==> src/rtl/filtro_pkg.sv <==
// Shared constants for the filter MAC: Q-format widths, saturation bounds and FSM encoding.
package filtro_pkg;

    localparam int unsigned N      = 25;
    localparam int unsigned FRAC   = 15;
    localparam int unsigned ONE    = 32'(1) << FRAC;
    localparam int unsigned PROD_W = 2 * N;
    localparam int unsigned ACC_W  = 2 * N + 2;

    localparam logic signed [N-1:0] SAT_MAX = {1'b0, {(N-1){1'b1}}};
    localparam logic signed [N-1:0] SAT_MIN = {1'b1, {(N-1){1'b0}}};

    typedef logic [2:0] state_t;

    localparam state_t S_IDLE  = 3'd0;
    localparam state_t S_SHIFT = 3'd1;
    localparam state_t S_WAIT  = 3'd2;
    localparam state_t S_MAC0  = 3'd3;
    localparam state_t S_MAC1  = 3'd4;
    localparam state_t S_MAC2  = 3'd5;
    localparam state_t S_DONE  = 3'd6;

endpackage

==> src/rtl/mac_sat_fk.sv <==
// Shared signed multiplier feeding a wide accumulator, with floor scaling and
// saturation of the accumulated sum back to N bits.
module mac_sat_fk
    import filtro_pkg::*;
(
    input  logic                clk,
    input  logic                reset,
    input  logic                clear,
    input  logic                load,
    input  logic                add,
    input  logic signed [N-1:0] a,
    input  logic signed [N-1:0] b,
    output logic signed [N-1:0] sat_y_c,
    output logic                sat_ovf_c
);

    localparam logic signed [ACC_W-1:0] MAX_EXT = ACC_W'(SAT_MAX);
    localparam logic signed [ACC_W-1:0] MIN_EXT = ACC_W'(SAT_MIN);

    logic signed [PROD_W-1:0] prod;
    logic signed [ACC_W-1:0]  prod_ext;
    logic signed [ACC_W-1:0]  acc;
    logic signed [ACC_W-1:0]  scaled;

    assign prod     = PROD_W'(a) * PROD_W'(b);
    assign prod_ext = ACC_W'(prod);

    // Three-term sum fits in ACC_W bits, so the accumulator never wraps.
    always_ff @(posedge clk) begin
        if (!reset) begin
            acc <= '0;
        end else if (clear) begin
            acc <= '0;
        end else if (load) begin
            acc <= prod_ext;
        end else if (add) begin
            acc <= acc + prod_ext;
        end
    end

    assign scaled = acc >>> FRAC;

    always_comb begin
        sat_y_c   = scaled[N-1:0];
        sat_ovf_c = 1'b0;
        if (scaled > MAX_EXT) begin
            sat_y_c   = SAT_MAX;
            sat_ovf_c = 1'b1;
        end else if (scaled < MIN_EXT) begin
            sat_y_c   = SAT_MIN;
            sat_ovf_c = 1'b1;
        end
    end

endmodule

==> src/rtl/filtro_mac_fk.sv <==
// Filter-sample consumer: strobes the delay line, then computes
// a0*fk + a1*fk_1 + a2*fk_2 over three cycles on one multiplier.
module filtro_mac_fk
    import filtro_pkg::*;
(
    input  logic                clk,
    input  logic                reset,
    input  logic                start,
    input  logic signed [N-1:0] fk,
    input  logic signed [N-1:0] fk_1,
    input  logic signed [N-1:0] fk_2,
    input  logic signed [N-1:0] a0,
    input  logic signed [N-1:0] a1,
    input  logic signed [N-1:0] a2,
    output logic                shift,
    output logic                busy,
    output logic                done,
    output logic signed [N-1:0] y,
    output logic                ovf
);

    state_t state;
    state_t next_state;

    logic                shift_d;
    logic                busy_d;
    logic                done_d;
    logic                acc_clear;
    logic                acc_load;
    logic                acc_add;
    logic signed [N-1:0] coef;
    logic signed [N-1:0] tap;
    logic signed [N-1:0] sat_y_c;
    logic                sat_ovf_c;

    always_ff @(posedge clk) begin
        if (!reset) begin
            state <= S_IDLE;
        end else begin
            state <= next_state;
        end
    end

    always_comb begin
        next_state = state;
        case (state)
            S_IDLE:  if (start) next_state = S_SHIFT;
            S_SHIFT: next_state = S_WAIT;
            S_WAIT:  next_state = S_MAC0;
            S_MAC0:  next_state = S_MAC1;
            S_MAC1:  next_state = S_MAC2;
            S_MAC2:  next_state = S_DONE;
            S_DONE:  next_state = S_IDLE;
            default: next_state = S_IDLE;
        endcase
    end

    // Strobes are decoded from next_state so the registered outputs line up with the state.
    always_comb begin
        shift_d   = (next_state == S_SHIFT);
        busy_d    = (next_state == S_SHIFT) || (next_state == S_WAIT) ||
                    (next_state == S_MAC0)  || (next_state == S_MAC1) ||
                    (next_state == S_MAC2);
        done_d    = (state == S_DONE);
        acc_clear = (state == S_SHIFT);
        acc_load  = (state == S_MAC0);
        acc_add   = (state == S_MAC1) || (state == S_MAC2);
        coef      = a0;
        tap       = fk;
        case (state)
            S_MAC1: begin
                coef = a1;
                tap  = fk_1;
            end
            S_MAC2: begin
                coef = a2;
                tap  = fk_2;
            end
            default: begin
                coef = a0;
                tap  = fk;
            end
        endcase
    end

    always_ff @(posedge clk) begin
        if (!reset) begin
            shift <= 1'b0;
            busy  <= 1'b0;
            done  <= 1'b0;
            y     <= '0;
            ovf   <= 1'b0;
        end else begin
            shift <= shift_d;
            busy  <= busy_d;
            done  <= done_d;
            if (done_d) begin
                y   <= sat_y_c;
                ovf <= sat_ovf_c;
            end
        end
    end

    mac_sat_fk u_mac (
        .clk       (clk),
        .reset     (reset),
        .clear     (acc_clear),
        .load      (acc_load),
        .add       (acc_add),
        .a         (coef),
        .b         (tap),
        .sat_y_c   (sat_y_c),
        .sat_ovf_c (sat_ovf_c)
    );

endmodule

==> config.mk <==
export PLATFORM = sky130hd
export DESIGN_NAME = filtro_mac_fk
export DESIGN_NICKNAME = d
export VERILOG_FILES = /design/src/rtl/filtro_pkg.sv /design/src/rtl/mac_sat_fk.sv /design/src/rtl/filtro_mac_fk.sv
export SDC_FILE = /design/constraint.sdc
export NUM_CORES = 2
export LEC_CHECK = 0
export ABC_AREA = 1
export CORE_MARGIN = 2
export CORE_UTILIZATION = 33
export CTS_BUF_LIST = sky130_fd_sc_hd__clkbuf_8
export DETAILED_ROUTE_END_ITERATION = 8
export PLACE_DENSITY_LB_ADDON = 0.12
export SLEW_MARGIN = 20
export SYNTH_ARGS = -nofsm -noshare
export SYNTH_HDL_FRONTEND = slang
export SYNTH_SLANG_ARGS = --single-unit
==> constraint.sdc <==
create_clock -name clk -period 8.7 [get_ports clk]
set_input_delay 1.305 -clock clk [delete_from_list [all_inputs] [get_ports clk]]
set_output_delay 1.305 -clock clk [all_outputs]
set_load 0.02 [all_outputs]
Word level (Yosys, flattened, before mapping):

Index checks and enable logic that the tools add are counted.

* logic and storage cells: 41
* register bits: 84
* input bits: 153
* output and inout port bits: 29

* add/sub/neg operators: 1
* eq/ne operators: 11
* reduce and logical (&&, ||, !) cells: 8
* bitwise operators: 1
* multipliers: 1
* mux-type cells: 10
* magnitude comparators: 2

Operator list (count)
* $mux 52: 2
* $pmux 25 s2: 2
* $add 52x50->52: 1
* $mul 25x25->50: 1
* $mux 25: 2
* $gt 37x25->1 const B: 1
* $lt 37x25->1 const B: 1
* $pmux 3 s6: 1
* $eq 3x3->1 const B: 5
* $eq 3x2->1 const B: 4
* $eq 3x1->1 const B: 2
* $logic_or 1x1->1: 5
* $logic_not 3->1: 1
* $mux 3: 1
* $mux 1: 2
* $reduce_bool 2->1: 1
* $reduce_or 2->1: 1
* $not 1->1: 1

Logic depth before layout (Yosys ltp):

* depth in word-level cells: 7
* gate-level depth with buffers: 52
* depth with buffers taken out: 49

By module:

A second synthesis with hierarchy kept.

* cells, all modules: 4787
* area, all modules: 33568.4 sq um

Modules (own cells, without submodules)
* mac_sat_fk: area each 31098.6 sq um, times used 1, seq. area each 1041.0 sq um, cells an instance 4396
* filtro_mac_fk: area each 2469.9 sq um, times used 1, seq. area each 640.6 sq um, cells an instance 391

Least setup slack after synthesis:

No wires, ideal clock.

* path type: input to register
* start: in a1[24]
* end: reg u_mac.acc[51]
* path buffers: 2
* arrival time: 8.949 ns
* data required time: 8.583 ns
* path slack: -0.366 ns
* setup time: 0.117 ns
* stages: 36
* path through: nand3_1 nand2_1 a21oi_1 buf_2 buf_2 nor2_1 fa_1 fa_1 inv_1 fa_1 inv_1 fa_1 fa_1 fa_1 fa_1 ha_1 nand2_1 nor2_1 inv_1 nor4_1 o21ai_0 nand3_1 xor2_1 ha_1 nand2_1 nor2_1 nand2_1 nor3_1 and2_1 nand2_1 nand4_1 nand3_1 nand2_1 nand2_1 nor2_1 nor2_1

* word-level cells in the longest chain between the ends: 5

RTL lines
* from (decl): line filtro_mac_fk.sv:13 `input logic signed [N-1:0] a1,`
* $pmux 25 s2 (*): line filtro_mac_fk.sv:70 `case (state)`
* $mul 25x25->50 (*): line mac_sat_fk.sv:25 `assign prod = PROD_W'(a) * PROD_W'(b);`
* $add 52x50->52: line mac_sat_fk.sv:37 `acc <= acc + prod_ext;`
* $mux 52: line mac_sat_fk.sv:36 `end else if (add) begin`
* $mux 52 (*): line mac_sat_fk.sv:34 `end else if (load) begin`
* to (signal assigned): line mac_sat_fk.sv:35 `acc <= prod_ext;`
* to (signal assigned): line mac_sat_fk.sv:37
* to (decl): line mac_sat_fk.sv:22 `logic signed [ACC_W-1:0] acc;`

Every way passes the cells marked *; elsewhere a longest branch is shown, timed or not. The select of a mux whose other input is x is not followed.
A chain may end at the register's enable or synchronous reset.

Worst setup path in the final report:

* start: in a2[24]
* end: reg u_mac.acc[50]

* word-level cells in the longest chain between the ends: 5

RTL lines
* from (decl): line filtro_mac_fk.sv:14 `input logic signed [N-1:0] a2,`
* $pmux 25 s2 (*): line filtro_mac_fk.sv:70
* $mul 25x25->50 (*): line mac_sat_fk.sv:25
* $add 52x50->52: line mac_sat_fk.sv:37
* $mux 52: line mac_sat_fk.sv:36
* $mux 52 (*): line mac_sat_fk.sv:34

Marked as above.

==> impl_metrics.tcl <==
set metrics [dict create \
    status "finished with violations" \
    violations "setup timing" \
    dr.first_iter.drc_count 1750 \
    ff2ff_path_depth 43 \
    antenna_left 0 \
    clock_latency_ns 0.43 \
    die_y_um 316.1 \
    worstPathRequired_ns 9.01 \
    timing.hold.ws_ns 0.4706 \
    gp_congestion 0.9514 \
    numPortBuffers 181 \
    cts.clk_slew.worst_paths_ns 0.10 \
    fin_skew_ns 0.01785 \
    min_from "y[24]$_SDFFE_PN0P_" \
    cts_root_buffer "clkbuf_8" \
    worst_pin_slew_ns 1.080 \
    crit_top_cell "fa_1" \
    viasPerCell 4.799 \
    syn_nets 5391 \
    crit_path_start "a2[24]" \
    cts_hold_buffers 0 \
    firstDrtPassIters 7 \
    wl_met3_um 5631 \
    highest_layer "met4" \
    synth-compound-area-share_pct 7.906 \
    finalInstanceArea_sq_um 46690 \
    ys_warn_count 0 \
    place_hpwl_um 112500 \
    synthMuxAreaShare_pct 0 \
    drv_cap 0 \
    slowest_stage "fa_1" \
    rsz0062_at_grt "yes" \
    layout_min_cycle_time_ns 9.495 \
    num_io_pins 182 \
    route.detailed.drc 0 \
    pre_cts_ws_ns -1.809 \
    yosysSeqAreaShare_pct 5.232 \
    synth_top_family_by_area "adder cells" \
    worstSetupPathType "in2reg" \
    cts_buffers 9 \
    setup_viol 31 \
    synth_fa_ha_area_share_pct 48.79 \
    worstHoldEndpoint "y[24]$_SDFFE_PN0P_" \
    report.final.slew_viol_count 0 \
    mostFrequentLayoutCell "inv_1" \
    synthDistinctLibCells 50 \
    seqCellArea_sq_um 1690 \
    initial_core_util_pct 33.29 \
    ys_async_sr_fraction_pct 0 \
    core-area_sq_um 96570 \
    synth_top_area_share_pct 41.04 \
    fmax_mhz 105.3 \
    synth_xor_area_share_pct 1.226 \
    ys_ff_latch 84 \
    synth_largest_area_cell "fa_1" \
    fillers 9602 \
    avgSynthCellArea_sq_um 7.338 \
    wire_per_inst_um 19.98 \
    maxSlewHeadroom_pct 27.91 \
    setup_slack_ns -0.7946 \
    synth-simple-area-share_pct 23.41 \
    crit_fanout 10 \
    grt_pass1_wl_um 197800 \
    htreeDepth 3 \
    m1WireLength_um 56970 \
    grt_max_degree 52 \
    vias 31753 \
    grt_pass1_vias 32841 \
    clock_sinks 84 \
    multi_input_area_sq_um 29420 \
    synth_enable_flop_cells 0 \
    endpoint_kind "register" \
    nets 6348 \
    synth.area.top_cells "fa_1, inv_1, nand2_1" \
    hold_viol 0 \
    drive_gt1_share_pct 30.67 \
    tritoncts "yes" \
    placed_area_sq_um 41450 \
    drt-total-wl_um 132200 \
    grt_overflow 0 \
    max_stage_delay_ns 0.57 \
    num_antenna_cells 0 \
    r2r_slack_ns -0.47 \
    cts.path.max_buffers 2 \
    cp.arrival_ns 9.80 \
    fin_crit_sh_pct 109.1 \
    antenna_found_initial 1 \
    layout_common_cells "inv_1, nand2_1, buf_4" \
    r2r_start "state[0]$_SDFF_PN0_" \
    grt.total_usage_pct 26.29 \
    die_w_um 316.1 \
    synth_area_sq_um 32140 \
    cp-start-kind "input pin" \
    rows 114 \
    dieArea_sq_um 99910 \
    synth_flop_cell "dfxtp_1" \
    rr_endpoint "u_mac.acc[50]$_SDFFE_PP0N_" \
    syn2layout_area_growth_pct 45.25 \
    hold_path.class "reg2reg" \
    synth_cells 4380 \
    met2WireLength_um 63890 \
    whs_path_depth 2 \
]
-- Yosys cell counts, drive strengths merged (31+ instances only) --
master	count
a21oi	214
buf	107
clkbuf	39
dfxtp	84
fa	659
ha	199
inv	963
nand2	900
nand3	221
nand4	31
nor2	673
o21ai	113
-- per-stage QoR --
stage | util (%) | std cells | TNS, ns
after global routing | 48.35 | 6617 | -23.49
final | 48.35 | 6617 | -12.46
after detailed placement | 42.92 | 6464 | -51.33
after floorplan | - | 4380 | 0
after CTS | 45.36 | 6522 | -13.88
after global placement | 42.92 | 6464 | -51.30
-- critical path, delay by kind of cell --
| kind | cells | cell delay (ns) |
|---|---|---|
| fa+ha+maj | 9 | 4.22 |
| simple gates | 15 | 1.78 |
| buf+inv | 12 | 1.78 |
| compound gates | 4 | 0.54 |
| xor+xnor | 1 | 0.16 |
-- routing by layer --
| metal | track usage [%] | up-vias |
|---|---|---|
| li1 | - | 14981 |
| met2 | 44.64 | 818 |
| met3 | 1.799 | 189 |
| met4 | 9.317 | 0 |
| met5 | 0 | - |
| met1 | 35.42 | 15765 |
-- worst max-delay path by stage --
stage	endpoint	slack, ns
after detailed placement	u_mac.acc[42]$_SDFFE_PP0N_	-1.81
after floorplan	u_mac.acc[48]$_SDFFE_PP0N_	0.01
after global placement	u_mac.acc[44]$_SDFFE_PP0N_	-1.83
after global routing	u_mac.acc[50]$_SDFFE_PP0N_	-1.21
final	u_mac.acc[50]$_SDFFE_PP0N_	-0.79
after CTS	u_mac.acc[49]$_SDFFE_PP0N_	-0.85
-- area by class of cell --
| class | instances | area share [%] |
|---|---|---|
| Clock inverter | 6 | 0.1018 |
| Timing Repair Buffer | 1092 | 21.66 |
| Sequential cell | 84 | 3.621 |
| Clock buffer | 9 | 0.2653 |
| Tap cell | 1276 | 3.420 |
| Inverter | 963 | 7.925 |
| Multi-Input combinational cell | 3187 | 63.01 |
-- cells by family after synthesis --
| group | Yosys count |
|---|---|
| buffers and inverters | 1109 |
| AOI/OAI and AO/OA | 407 |
| xor gates and xnor gates | 45 |
| and+or+nand+nor | 1877 |
| adders and majority gates | 858 |
| DFF | 84 |
-- sequential cells by signal, indices dropped and copies added (netlist names) --
| register | cells |
|---|---|
| state | 3 |
| y | 25 |
| busy | 1 |
| done | 1 |
| shift | 1 |
| ovf | 1 |
| u_mac.acc | 52 |
-- repair_timing --
item	4_1_cts	5_1_grt
cloned	0	5
setup endpoints to repair	39	41
pin swaps	114	188
buffers inserted	46	96
resized for setup	445	550
Power is left out: the tool's default activity adds up to more than one toggle a clock period on the data nets, which glitch-free logic cannot reach.
